<file path="src/rtl/axi4_burst_master_if.sv">
// ---------------------------------------------------------------------------
// axi4_burst_master_if
//   AXI4 signal bundle between the burst master and the NoC wrapper / slave.
//   Only the fields the burst master uses are carried.
//
//   Parameters : ID_WIDTH, ADDR_WIDTH, DATA_WIDTH
//   Modports   : master - drives AW/W/AR payload+valid, B/R ready
//                slave  - drives AW/W/AR ready, B/R payload+valid
// ---------------------------------------------------------------------------
interface axi4_burst_master_if #(
  parameter int ID_WIDTH   = 4,
  parameter int ADDR_WIDTH = 32,
  parameter int DATA_WIDTH = 64
);
  // Write address channel
  logic                    axi_awvalid;
  logic                    axi_awready;
  logic [ID_WIDTH-1:0]     axi_awid;
  logic [ADDR_WIDTH-1:0]   axi_awaddr;
  logic [7:0]              axi_awlen;
  logic [2:0]              axi_awsize;
  logic [1:0]              axi_awburst;
  // Write data channel
  logic                    axi_wvalid;
  logic                    axi_wready;
  logic [DATA_WIDTH-1:0]   axi_wdata;
  logic [DATA_WIDTH/8-1:0] axi_wstrb;
  logic                    axi_wlast;
  // Write response channel
  logic                    axi_bvalid;
  logic                    axi_bready;
  logic [ID_WIDTH-1:0]     axi_bid;
  logic [1:0]              axi_bresp;
  // Read address channel
  logic                    axi_arvalid;
  logic                    axi_arready;
  logic [ID_WIDTH-1:0]     axi_arid;
  logic [ADDR_WIDTH-1:0]   axi_araddr;
  logic [7:0]              axi_arlen;
  logic [2:0]              axi_arsize;
  logic [1:0]              axi_arburst;
  // Read data channel
  logic                    axi_rvalid;
  logic                    axi_rready;
  logic [ID_WIDTH-1:0]     axi_rid;
  logic [DATA_WIDTH-1:0]   axi_rdata;
  logic [1:0]              axi_rresp;
  logic                    axi_rlast;

  modport master (
    output axi_awvalid, axi_awid, axi_awaddr, axi_awlen, axi_awsize, axi_awburst,
    input  axi_awready,
    output axi_wvalid, axi_wdata, axi_wstrb, axi_wlast,
    input  axi_wready,
    input  axi_bvalid, axi_bid, axi_bresp,
    output axi_bready,
    output axi_arvalid, axi_arid, axi_araddr, axi_arlen, axi_arsize, axi_arburst,
    input  axi_arready,
    input  axi_rvalid, axi_rid, axi_rdata, axi_rresp, axi_rlast,
    output axi_rready
  );

  modport slave (
    input  axi_awvalid, axi_awid, axi_awaddr, axi_awlen, axi_awsize, axi_awburst,
    output axi_awready,
    input  axi_wvalid, axi_wdata, axi_wstrb, axi_wlast,
    output axi_wready,
    output axi_bvalid, axi_bid, axi_bresp,
    input  axi_bready,
    input  axi_arvalid, axi_arid, axi_araddr, axi_arlen, axi_arsize, axi_arburst,
    output axi_arready,
    output axi_rvalid, axi_rid, axi_rdata, axi_rresp, axi_rlast,
    input  axi_rready
  );
endinterface

</file>
<file path="src/rtl/axi4_burst_master.sv">
// ---------------------------------------------------------------------------
// axi4_burst_master
//   AXI4 traffic generator endpoint. A start_write pulse issues one INCR
//   write burst of BURST_LEN beats carrying DATA_BASE, DATA_BASE+1, ...;
//   a start_read pulse issues one INCR read burst whose beats are captured
//   into the word array rdata at (addr + beat) mod MEM_DEPTH. The write and
//   read engines are independent and may run concurrently.
//
//   Ports:
//     CLK          clock, rising edge
//     RST          synchronous active-high reset
//     start_write  one-cycle pulse, launch a write burst (ignored if busy)
//     start_read   one-cycle pulse, launch a read burst (ignored if busy)
//     addr         word-index start address, sampled with the start pulse
//     write_done   one-cycle pulse after the B handshake
//     read_done    one-cycle pulse after the rlast handshake
//     axi          AXI4 master modport
// ---------------------------------------------------------------------------
module axi4_burst_master #(
  parameter int                    ID         = 0,
  parameter int                    ID_WIDTH   = 4,
  parameter int                    ADDR_WIDTH = 32,
  parameter int                    DATA_WIDTH = 64,
  parameter int                    BURST_LEN  = 8,
  parameter logic [DATA_WIDTH-1:0] DATA_BASE  = DATA_WIDTH'(64'hdeadbeefdeadbeef),
  parameter int                    MEM_DEPTH  = 16   // power of two: index wraps by truncation
) (
  input  logic                  CLK,
  input  logic                  RST,
  input  logic                  start_write,
  input  logic                  start_read,
  input  logic [ADDR_WIDTH-1:0] addr,
  output logic                  write_done,
  output logic                  read_done,
  axi4_burst_master_if.master   axi
);

  localparam int                BEAT_W    = (BURST_LEN > 1) ? $clog2(BURST_LEN) : 1;
  localparam int                IDX_W     = (MEM_DEPTH > 1) ? $clog2(MEM_DEPTH) : 1;
  localparam logic [BEAT_W-1:0] LAST_BEAT = BEAT_W'(BURST_LEN - 1);
  localparam logic [2:0]        AXSIZE    = 3'($clog2(DATA_WIDTH / 8));

  localparam logic [1:0] W_IDLE = 2'd0;
  localparam logic [1:0] W_ADDR = 2'd1;
  localparam logic [1:0] W_DATA = 2'd2;
  localparam logic [1:0] W_RESP = 2'd3;

  localparam logic [1:0] R_IDLE = 2'd0;
  localparam logic [1:0] R_ADDR = 2'd1;
  localparam logic [1:0] R_DATA = 2'd2;

  logic [1:0]            w_state;
  logic [BEAT_W-1:0]     w_beat;
  logic [1:0]            r_state;
  logic [IDX_W-1:0]      r_ptr;     // capture slot for the next read beat
  logic [DATA_WIDTH-1:0] rdata [MEM_DEPTH];

  // Fixed burst attributes
  assign axi.axi_awid    = ID_WIDTH'(ID);
  assign axi.axi_awlen   = 8'(BURST_LEN - 1);
  assign axi.axi_awsize  = AXSIZE;
  assign axi.axi_awburst = 2'b01;
  assign axi.axi_wstrb   = '1;
  assign axi.axi_arid    = ID_WIDTH'(ID);
  assign axi.axi_arlen   = 8'(BURST_LEN - 1);
  assign axi.axi_arsize  = AXSIZE;
  assign axi.axi_arburst = 2'b01;

  // Response IDs and status codes are accepted but not interpreted.
  logic unused_inputs;
  assign unused_inputs = ^{axi.axi_bid, axi.axi_bresp, axi.axi_rid, axi.axi_rresp};

  // ---------------- write engine ----------------
  // NOTE: state is updated with non-blocking assignments so every flop samples
  // pre-edge values regardless of statement order.
  always_ff @(posedge CLK) begin
    if (RST) begin
      w_state         <= W_IDLE;
      w_beat          <= '0;
      write_done      <= 1'b0;
      axi.axi_awvalid <= 1'b0;
      axi.axi_awaddr  <= '0;
      axi.axi_wvalid  <= 1'b0;
      axi.axi_wdata   <= '0;
      axi.axi_wlast   <= 1'b0;
      axi.axi_bready  <= 1'b0;
    end else begin
      write_done <= 1'b0;
      case (w_state)
        W_IDLE: if (start_write) begin
          axi.axi_awaddr  <= addr;
          axi.axi_awvalid <= 1'b1;
          w_state         <= W_ADDR;
        end
        W_ADDR: if (axi.axi_awready) begin
          axi.axi_awvalid <= 1'b0;
          axi.axi_wvalid  <= 1'b1;
          axi.axi_wdata   <= DATA_BASE;
          axi.axi_wlast   <= (LAST_BEAT == '0);
          w_beat          <= '0;
          w_state         <= W_DATA;
        end
        W_DATA: if (axi.axi_wready) begin
          if (w_beat == LAST_BEAT) begin
            axi.axi_wvalid <= 1'b0;
            axi.axi_wlast  <= 1'b0;
            axi.axi_bready <= 1'b1;
            w_state        <= W_RESP;
          end else begin
            // Next beat's payload is prepared here so wdata/wlast stay registered.
            w_beat        <= w_beat + BEAT_W'(1);
            axi.axi_wdata <= axi.axi_wdata + DATA_WIDTH'(1);
            axi.axi_wlast <= ((w_beat + BEAT_W'(1)) == LAST_BEAT);
          end
        end
        default: if (axi.axi_bvalid) begin   // W_RESP
          axi.axi_bready <= 1'b0;
          write_done     <= 1'b1;
          w_state        <= W_IDLE;
        end
      endcase
    end
  end

  // ---------------- read engine ----------------
  always_ff @(posedge CLK) begin
    if (RST) begin
      r_state         <= R_IDLE;
      r_ptr           <= '0;
      read_done       <= 1'b0;
      axi.axi_arvalid <= 1'b0;
      axi.axi_araddr  <= '0;
      axi.axi_rready  <= 1'b0;
      // NOTE: the capture array is cleared by reset because the bench inspects
      // it directly; an array without this requirement would be left unreset.
      for (int i = 0; i < MEM_DEPTH; i++) rdata[i] <= '0;
    end else begin
      read_done <= 1'b0;
      case (r_state)
        R_IDLE: if (start_read) begin
          axi.axi_araddr  <= addr;
          r_ptr           <= addr[IDX_W-1:0];
          axi.axi_arvalid <= 1'b1;
          r_state         <= R_ADDR;
        end
        R_ADDR: if (axi.axi_arready) begin
          axi.axi_arvalid <= 1'b0;
          axi.axi_rready  <= 1'b1;
          r_state         <= R_DATA;
        end
        R_DATA: if (axi.axi_rvalid) begin
          rdata[r_ptr] <= axi.axi_rdata;
          r_ptr        <= r_ptr + IDX_W'(1);
          // Burst length is trusted to the slave: only rlast terminates.
          if (axi.axi_rlast) begin
            axi.axi_rready <= 1'b0;
            read_done      <= 1'b1;
            r_state        <= R_IDLE;
          end
        end
        default: r_state <= R_IDLE;
      endcase
    end
  end

endmodule

</file>
<file path="src/flat_wrapper.sv">
// flat-port wrapper written by rule: the top's interface ports become plain ports
module axi4_burst_master_flat 
#(
  parameter int                    ID         = 0,
  parameter int                    ID_WIDTH   = 4,
  parameter int                    ADDR_WIDTH = 32,
  parameter int                    DATA_WIDTH = 64,
  parameter int                    BURST_LEN  = 8,
  parameter logic [DATA_WIDTH-1:0] DATA_BASE  = DATA_WIDTH'(64'hdeadbeefdeadbeef),
  parameter int                    MEM_DEPTH  = 16                                             
)
  (CLK, RST, start_write, start_read, addr, write_done, read_done, axi_axi_awvalid, axi_axi_awid, axi_axi_awaddr, axi_axi_awlen, axi_axi_awsize, axi_axi_awburst, axi_axi_awready, axi_axi_wvalid, axi_axi_wdata, axi_axi_wstrb, axi_axi_wlast, axi_axi_wready, axi_axi_bvalid, axi_axi_bid, axi_axi_bresp, axi_axi_bready, axi_axi_arvalid, axi_axi_arid, axi_axi_araddr, axi_axi_arlen, axi_axi_arsize, axi_axi_arburst, axi_axi_arready, axi_axi_rvalid, axi_axi_rid, axi_axi_rdata, axi_axi_rresp, axi_axi_rlast, axi_axi_rready);
  axi4_burst_master_if #(.ID_WIDTH(ID_WIDTH), .ADDR_WIDTH(ADDR_WIDTH), .DATA_WIDTH(DATA_WIDTH)) axi_i ();
  input  logic CLK;
  input  logic RST;
  input  logic start_write;
  input  logic start_read;
  input  logic [ADDR_WIDTH-1:0] addr;
  output logic write_done;
  output logic read_done;
  output wire logic [$bits(axi_i.axi_awvalid)-1:0] axi_axi_awvalid;
  output wire logic [$bits(axi_i.axi_awid)-1:0] axi_axi_awid;
  output wire logic [$bits(axi_i.axi_awaddr)-1:0] axi_axi_awaddr;
  output wire logic [$bits(axi_i.axi_awlen)-1:0] axi_axi_awlen;
  output wire logic [$bits(axi_i.axi_awsize)-1:0] axi_axi_awsize;
  output wire logic [$bits(axi_i.axi_awburst)-1:0] axi_axi_awburst;
  input wire logic [$bits(axi_i.axi_awready)-1:0] axi_axi_awready;
  output wire logic [$bits(axi_i.axi_wvalid)-1:0] axi_axi_wvalid;
  output wire logic [$bits(axi_i.axi_wdata)-1:0] axi_axi_wdata;
  output wire logic [$bits(axi_i.axi_wstrb)-1:0] axi_axi_wstrb;
  output wire logic [$bits(axi_i.axi_wlast)-1:0] axi_axi_wlast;
  input wire logic [$bits(axi_i.axi_wready)-1:0] axi_axi_wready;
  input wire logic [$bits(axi_i.axi_bvalid)-1:0] axi_axi_bvalid;
  input wire logic [$bits(axi_i.axi_bid)-1:0] axi_axi_bid;
  input wire logic [$bits(axi_i.axi_bresp)-1:0] axi_axi_bresp;
  output wire logic [$bits(axi_i.axi_bready)-1:0] axi_axi_bready;
  output wire logic [$bits(axi_i.axi_arvalid)-1:0] axi_axi_arvalid;
  output wire logic [$bits(axi_i.axi_arid)-1:0] axi_axi_arid;
  output wire logic [$bits(axi_i.axi_araddr)-1:0] axi_axi_araddr;
  output wire logic [$bits(axi_i.axi_arlen)-1:0] axi_axi_arlen;
  output wire logic [$bits(axi_i.axi_arsize)-1:0] axi_axi_arsize;
  output wire logic [$bits(axi_i.axi_arburst)-1:0] axi_axi_arburst;
  input wire logic [$bits(axi_i.axi_arready)-1:0] axi_axi_arready;
  input wire logic [$bits(axi_i.axi_rvalid)-1:0] axi_axi_rvalid;
  input wire logic [$bits(axi_i.axi_rid)-1:0] axi_axi_rid;
  input wire logic [$bits(axi_i.axi_rdata)-1:0] axi_axi_rdata;
  input wire logic [$bits(axi_i.axi_rresp)-1:0] axi_axi_rresp;
  input wire logic [$bits(axi_i.axi_rlast)-1:0] axi_axi_rlast;
  output wire logic [$bits(axi_i.axi_rready)-1:0] axi_axi_rready;
  assign axi_axi_awvalid = axi_i.axi_awvalid;
  assign axi_axi_awid = axi_i.axi_awid;
  assign axi_axi_awaddr = axi_i.axi_awaddr;
  assign axi_axi_awlen = axi_i.axi_awlen;
  assign axi_axi_awsize = axi_i.axi_awsize;
  assign axi_axi_awburst = axi_i.axi_awburst;
  assign axi_i.axi_awready = axi_axi_awready;
  assign axi_axi_wvalid = axi_i.axi_wvalid;
  assign axi_axi_wdata = axi_i.axi_wdata;
  assign axi_axi_wstrb = axi_i.axi_wstrb;
  assign axi_axi_wlast = axi_i.axi_wlast;
  assign axi_i.axi_wready = axi_axi_wready;
  assign axi_i.axi_bvalid = axi_axi_bvalid;
  assign axi_i.axi_bid = axi_axi_bid;
  assign axi_i.axi_bresp = axi_axi_bresp;
  assign axi_axi_bready = axi_i.axi_bready;
  assign axi_axi_arvalid = axi_i.axi_arvalid;
  assign axi_axi_arid = axi_i.axi_arid;
  assign axi_axi_araddr = axi_i.axi_araddr;
  assign axi_axi_arlen = axi_i.axi_arlen;
  assign axi_axi_arsize = axi_i.axi_arsize;
  assign axi_axi_arburst = axi_i.axi_arburst;
  assign axi_i.axi_arready = axi_axi_arready;
  assign axi_i.axi_rvalid = axi_axi_rvalid;
  assign axi_i.axi_rid = axi_axi_rid;
  assign axi_i.axi_rdata = axi_axi_rdata;
  assign axi_i.axi_rresp = axi_axi_rresp;
  assign axi_i.axi_rlast = axi_axi_rlast;
  assign axi_axi_rready = axi_i.axi_rready;
  axi4_burst_master #(.ID(ID), .ID_WIDTH(ID_WIDTH), .ADDR_WIDTH(ADDR_WIDTH), .DATA_WIDTH(DATA_WIDTH), .BURST_LEN(BURST_LEN), .DATA_BASE(DATA_BASE), .MEM_DEPTH(MEM_DEPTH)) u_core (.CLK(CLK), .RST(RST), .start_write(start_write), .start_read(start_read), .addr(addr), .write_done(write_done), .read_done(read_done), .axi(axi_i));
endmodule
</file>
<file path="config.mk">
export PLATFORM = sky130hd
export DESIGN_NAME = axi4_burst_master_flat
export DESIGN_NICKNAME = d
export VERILOG_FILES = /design/src/rtl/axi4_burst_master_if.sv /design/src/rtl/axi4_burst_master.sv /design/src/flat_wrapper.sv
export SDC_FILE = /design/constraint.sdc
export NUM_CORES = 1
export LEC_CHECK = 0
export ABC_AREA = 0
export ABC_CLOCK_PERIOD_IN_PS = 2400
export CAP_MARGIN = 20
export CORE_AREA = 3 3 147 121
export CTS_BUF_LIST = sky130_fd_sc_hd__clkbuf_4 sky130_fd_sc_hd__clkbuf_8
export DETAILED_ROUTE_END_ITERATION = 7
export DIE_AREA = 0 0 150 124
export GPL_ROUTABILITY_DRIVEN = 1
export PLACE_DENSITY = 0.77
export RECOVER_POWER = 50
export SLEW_MARGIN = 20
export SYNTH_ARGS = -nofsm -noshare
export SYNTH_HDL_FRONTEND = slang
export SYNTH_SLANG_ARGS = --single-unit
</file>
<file path="constraint.sdc">
create_clock -name CLK -period 2.4 [get_ports CLK]
set_input_delay 0.48 -clock CLK [delete_from_list [all_inputs] [get_ports CLK]]
set_output_delay 0.48 -clock CLK [all_outputs]
set_load 0.02 [all_outputs]
</file>
==> Word-level counts from Yosys, hierarchy flattened <==
Cells that the tools add are included.
{ "classes": {"muxes": 42, "n_eq_ne": 15, "n_bitwise": 3, "n_reduce_logical": 22, "n_addsub": 2} }
{ "op_table": {"columns": ["op", "count"], "rows": [
  ["$mux W64", 3],
  ["$pmux W64 S2", 1],
  ["$add A64 B1 Y64 const B", 1],
  ["$reduce_and A4 Y1", 5],
  ["$mux W2", 9],
  ["$mux W1", 17],
  ["$ne A2 B2 Y1 const B", 8],
  ["$pmux W1 S2", 6],
  ["$pmux W2 S3", 2],
  ["$reduce_bool A2 Y1", 5],
  ["$mux W3", 3],
  ["$reduce_and A3 Y1", 3],
  ["$eq A3 B3 Y1 const B", 2],
  ["$pmux W3 S2", 1],
  ["$reduce_and A5 Y1", 1],
  ["$eq A2 B1 Y1 const B", 2],
  ["$eq A2 B2 Y1 const B", 2],
  ["$logic_not A2 Y1", 2],
  ["$reduce_and A2 Y1", 2],
  ["$reduce_bool A4 Y1", 1],
  ["$reduce_or A4 Y1", 1],
  ["$add A3 B1 Y3 const B", 1],
  ["$not A1 Y1", 3],
  ["$reduce_or A3 Y1", 1],
  ["2 further kinds", 2]
]} }
{ "totals": {"out_inout_bits": 178, "inputBits": 118, "register_bits": 143, "word_cells": 98} }

==> Depth between registers and ports, before layout <==
{ "logic_depth": {"depth_word": 5, "ltp_mapped": 9, "depth_no_buf": 7} }

==> Worst setup path after synthesis <==
OpenSTA, ideal clock, no wires.
{ "synth_path": {"path_kind": "reg-to-reg", "start": "register u_core.w_beat[0]", "end": "register u_core.axi.axi_wdata[62]", "required_ps": 2326, "arrival_time_ps": 2186, "path_stages_with_launch": 9, "slack_ps": 140, "setup_time_ps": 74, "cell_sequence": "dfxtp_1 > ha_1 > ha_1 > nand2b_1 > a211oi_4 > nand4_1 > clkbuf_1 > or4_1 > a31oi_1"} }
{ "synth_between": {"elab_chain_cells": 3} }
{ "synth_rtl": {"columns": ["item", "line_no", "source"], "rows": [
  ["start: declaration", "axi4_burst_master.sv:53", "logic [BEAT_W-1:0] w_beat;"],
  ["start signal: assignment", "axi4_burst_master.sv:111", "w_beat <= w_beat + BEAT_W'(1);"],
  ["$eq A3 B3 Y1", "axi4_burst_master.sv:104", "if (w_beat == LAST_BEAT) begin"],
  ["$ne A2 B2 Y1 (no line)", null, null],
  ["$reduce_and A4 Y1 (no line)", null, null],
  ["end signal: assignment", "axi4_burst_master.sv:112", "axi.axi_wdata <= axi.axi_wdata + DATA_WIDTH'(1);"],
  ["end: declaration", "axi4_burst_master_if.sv:53", "output axi_wvalid, axi_wdata, axi_wstrb, axi_wlast,"]
]} }
No other way between the ends.
A chain may end at the register's enable or synchronous reset.

==> Final worst setup path <==
{ "layout_path": {"start": "register u_core.w_beat[0]", "end": "register u_core.axi.axi_wdata[63]"} }
The elaborated chain is that of the path after synthesis.

==> impl_metrics.json <==
{
  "grt_max_degree": 67,
  "first_pass_iters": 5,
  "synth_seq_cells": 143,
  "syn-cell-area_um2": 6520,
  "synth.avg_cell_area_um2": 7.95,
  "clk_pin_slew_ps": 90,
  "h-tree-depth": 4,
  "clock-root-buffer": "clkbuf_8",
  "clk_path_buf_depth": 2,
  "synth_top_flop_cell": "dfxtp_1",
  "end_kind": "register",
  "slew_viol_final": 0,
  "synth.top_cell.area_share_pct": 43.9,
  "arrival_ps": 2760,
  "yosysTopAreaCell": "dfxtp_1",
  "path_max_fanout": 5,
  "ys_warn_count": 0,
  "via_per_inst": 5.28,
  "cts_made_buffers": 17,
  "track_usage_pct": 19.9,
  "slew_headroom_pct": 47.6,
  "io_buffer_count": 177,
  "fmax_mhz": 419,
  "setup_viol": 0,
  "place_hpwl_mm": 13.5,
  "synth_cell_type_count": 44,
  "power_density_nw_per_um2": 840,
  "vias": 6596,
  "netlist_top_cells_count": "nand2_1, dfxtp_1, a21oi_1, clkbuf_1, buf_4",
  "initial_core_util_pct": 39.8,
  "synth_edf_count": 0,
  "wl_met3_mm": 1.41,
  "path_common_cell": "ha_2",
  "ir_drop_mv": 0.587,
  "period_needed_ps": 2390,
  "die_h_um": 124,
  "status": "finished, final reports clean",
  "ant_nets": 0,
  "synth_most_common_cell": "nand2_1",
  "drt-met1-wl_mm": 8.53,
  "fin_util_pct": 55.5,
  "fin_skew_ps": 12.1,
  "routed_wirelength_mm": 19.4,
  "globalplace.congestion": 0.843,
  "worst_pin_slew_ps": 786,
  "crit_chain": "ha_2, ha_2, nand2b_4, a211oi_4, buf_4, nand4_1, buf_6, or4_4, a31oi_1",
  "drc_errors": 0,
  "max_stage_delay_ps": 500,
  "start_kind": "register",
  "async_reset_ff_share_pct": 0,
  "synth-seq-area-share_pct": 43.9,
  "die_area_um2": 18600,
  "required_ps": 2780,
  "gr-total-overflow": 0,
  "cellLeakagePower_nw": 3.37,
  "dr.max_layer_used": "met4",
  "fillers": 1545,
  "final_area_um2": 9090,
  "wl_met2_mm": 9.16,
  "cts_tree": "built",
  "path_class": "register to register",
  "synthTopCellsByArea": "dfxtp_1, nand2_1, a21oi_1",
  "cts_sinks": 143,
  "drive_above_1_share_pct": 9.43,
  "synthCells": 820,
  "clk_latency_ps": 460,
  "syn_to_final_growth_pct": 39.4,
  "rows": 42,
  "cpMaxStageDelayCell": "or4_4",
  "grt_pass1_vias": 5909,
  "cts_hold_buf": 0,
  "fin_ws_ps": 14.8,
  "avgRoutedWirePerCell_um": 15.6,
  "cap_violations": 0,
  "hold_violations": 0,
  "coreArea_um2": 16400,
  "pre_cts_ws_ps": -234,
  "drt-initial-drc-count": 406,
  "grt_pass1_wl_mm": 29.8,
  "ios": 296,
  "nNetsFinal": 1141,
  "fin_crit_sh_pct": 99.4,
  "die-width_um": 150,
  "hp-class": "register to register",
  "placedInstanceArea_um2": 8620,
  "antenna_found_initial": 0
}
-- cell families (layout without fill, tap and decap cells) --
logic type	after synthesis	after routing	share of synthesized area (%)
buffers and inverters	97	266	8.04
XOR/XNOR	24	24	3.22
AO/OA/AOI/OAI	181	181	15.8
flip-flops	143	143	43.9
other	2	43	0.115
AND/OR/NAND/NOR	363	363	27.1
multiplexers	3	3	0.460
adder cells (fa/ha/maj)	7	7	1.34
-- cells in the final DEF, fill, tap and decap left out, types with 15 or more instances in the layout --
cell type        instances
nor3_1                  20
clkdlybuf4s50_1        115
conb_1                  42
nand4_1                 29
o31ai_1                 15
xor2_1                  22
nand2_1                160
nor2_1                  32
or3_1                   21
a31oi_1                 24
dlygate4sd3_1           61
nand3_1                 38
clkbuf_8                17
a21oi_1                104
dfxtp_1                142
o21ai_0                 22
buf_4                   42
-- registers in the layout, summed over array words and instances (netlist names) --
signal and cells:
u_core.axi.axi_arvalid 1, u_core.axi.axi_wdata 64, u_core.w_beat 3, u_core.axi.axi_wvalid 1, u_core.write_done 1, u_core.axi.axi_bready 1
u_core.read_done 1, u_core.axi.axi_rready 1, u_core.w_state 2, u_core.axi.axi_wlast 1, u_core.r_state 2, u_core.axi.axi_araddr 32
u_core.axi.axi_awvalid 1, u_core.axi.axi_awaddr 32
-- worst max-delay path, delay by kind of cell (launching register included) --
| kind | cells | cell delay (ps) |
|---|---|---|
| and+or+nand+nor | 3 | 780 |
| AOI/OAI and AO/OA | 2 | 470 |
| adders and majority gates | 2 | 360 |
| buffers and inverters | 2 | 360 |
| DFF | 1 | 340 |
-- area by class of cell --
| cell class | count | area, um2 | share of cell area, % |
|---|---|---|---|
| antenna | 1 | 2.50 | 0.0275 |
| clock buffer | 17 | 234 | 2.57 |
| clock inverter | 15 | 185 | 2.04 |
| inverter | 6 | 22.5 | 0.248 |
| multi-input combinational | 620 | 3320 | 36.5 |
| sequential | 143 | 2860 | 31.5 |
| tap | 220 | 275 | 3.03 |
| timing repair buffer | 228 | 2190 | 24.1 |
-- repair_timing --
action	CTS	global route
pin swaps	1	8
endpoints found under the setup margin	5	20
resized for setup	1	12
gates cloned	0	1
setup buffers	1	3
-- report_power, final --
part	internal [mW]	switching [mW]
registers	2.74	0.356
logic	1.05	1.42
clock network	0.984	1.09
-- worst paths after layout --
path,from,to,slack [ps],cells past startpoint
setup / recovery,u_core.w_beat[0],u_core.axi.axi_wdata[63],10,9
setup reg to reg,u_core.w_beat[0],u_core.axi.axi_wdata[63],10,9
hold reg to reg,u_core.axi.axi_awaddr[13],u_core.axi.axi_awaddr[13],450,2
hold / removal,u_core.axi.axi_awaddr[13],u_core.axi.axi_awaddr[13],450,2
-- routing by layer --
| metal | up-vias | global-route usage, % |
|---|---|---|
| met4 | 0 | 7.37 |
| li1 | 3208 | - |
| met5 | - | 0 |
| met1 | 3092 | 27.6 |
| met2 | 266 | 30.5 |
| met3 | 30 | 4.58 |
-- through the flow --
step | hold slack, ps | power, mW | instances | setup TNS, ps
CTS | 458 | 7.75 | 1245 | 0
global route | 474 | 8.05 | 1249 | -245
global placement | 440 | 5.61 | 1212 | -3090
finish | 452 | 7.63 | 1250 | 0
floorplan | 454 | 4.51 | 860 | 0
detailed placement | 446 | 5.67 | 1212 | -3770
Note: power is estimated with default switching activity, not from simulation.
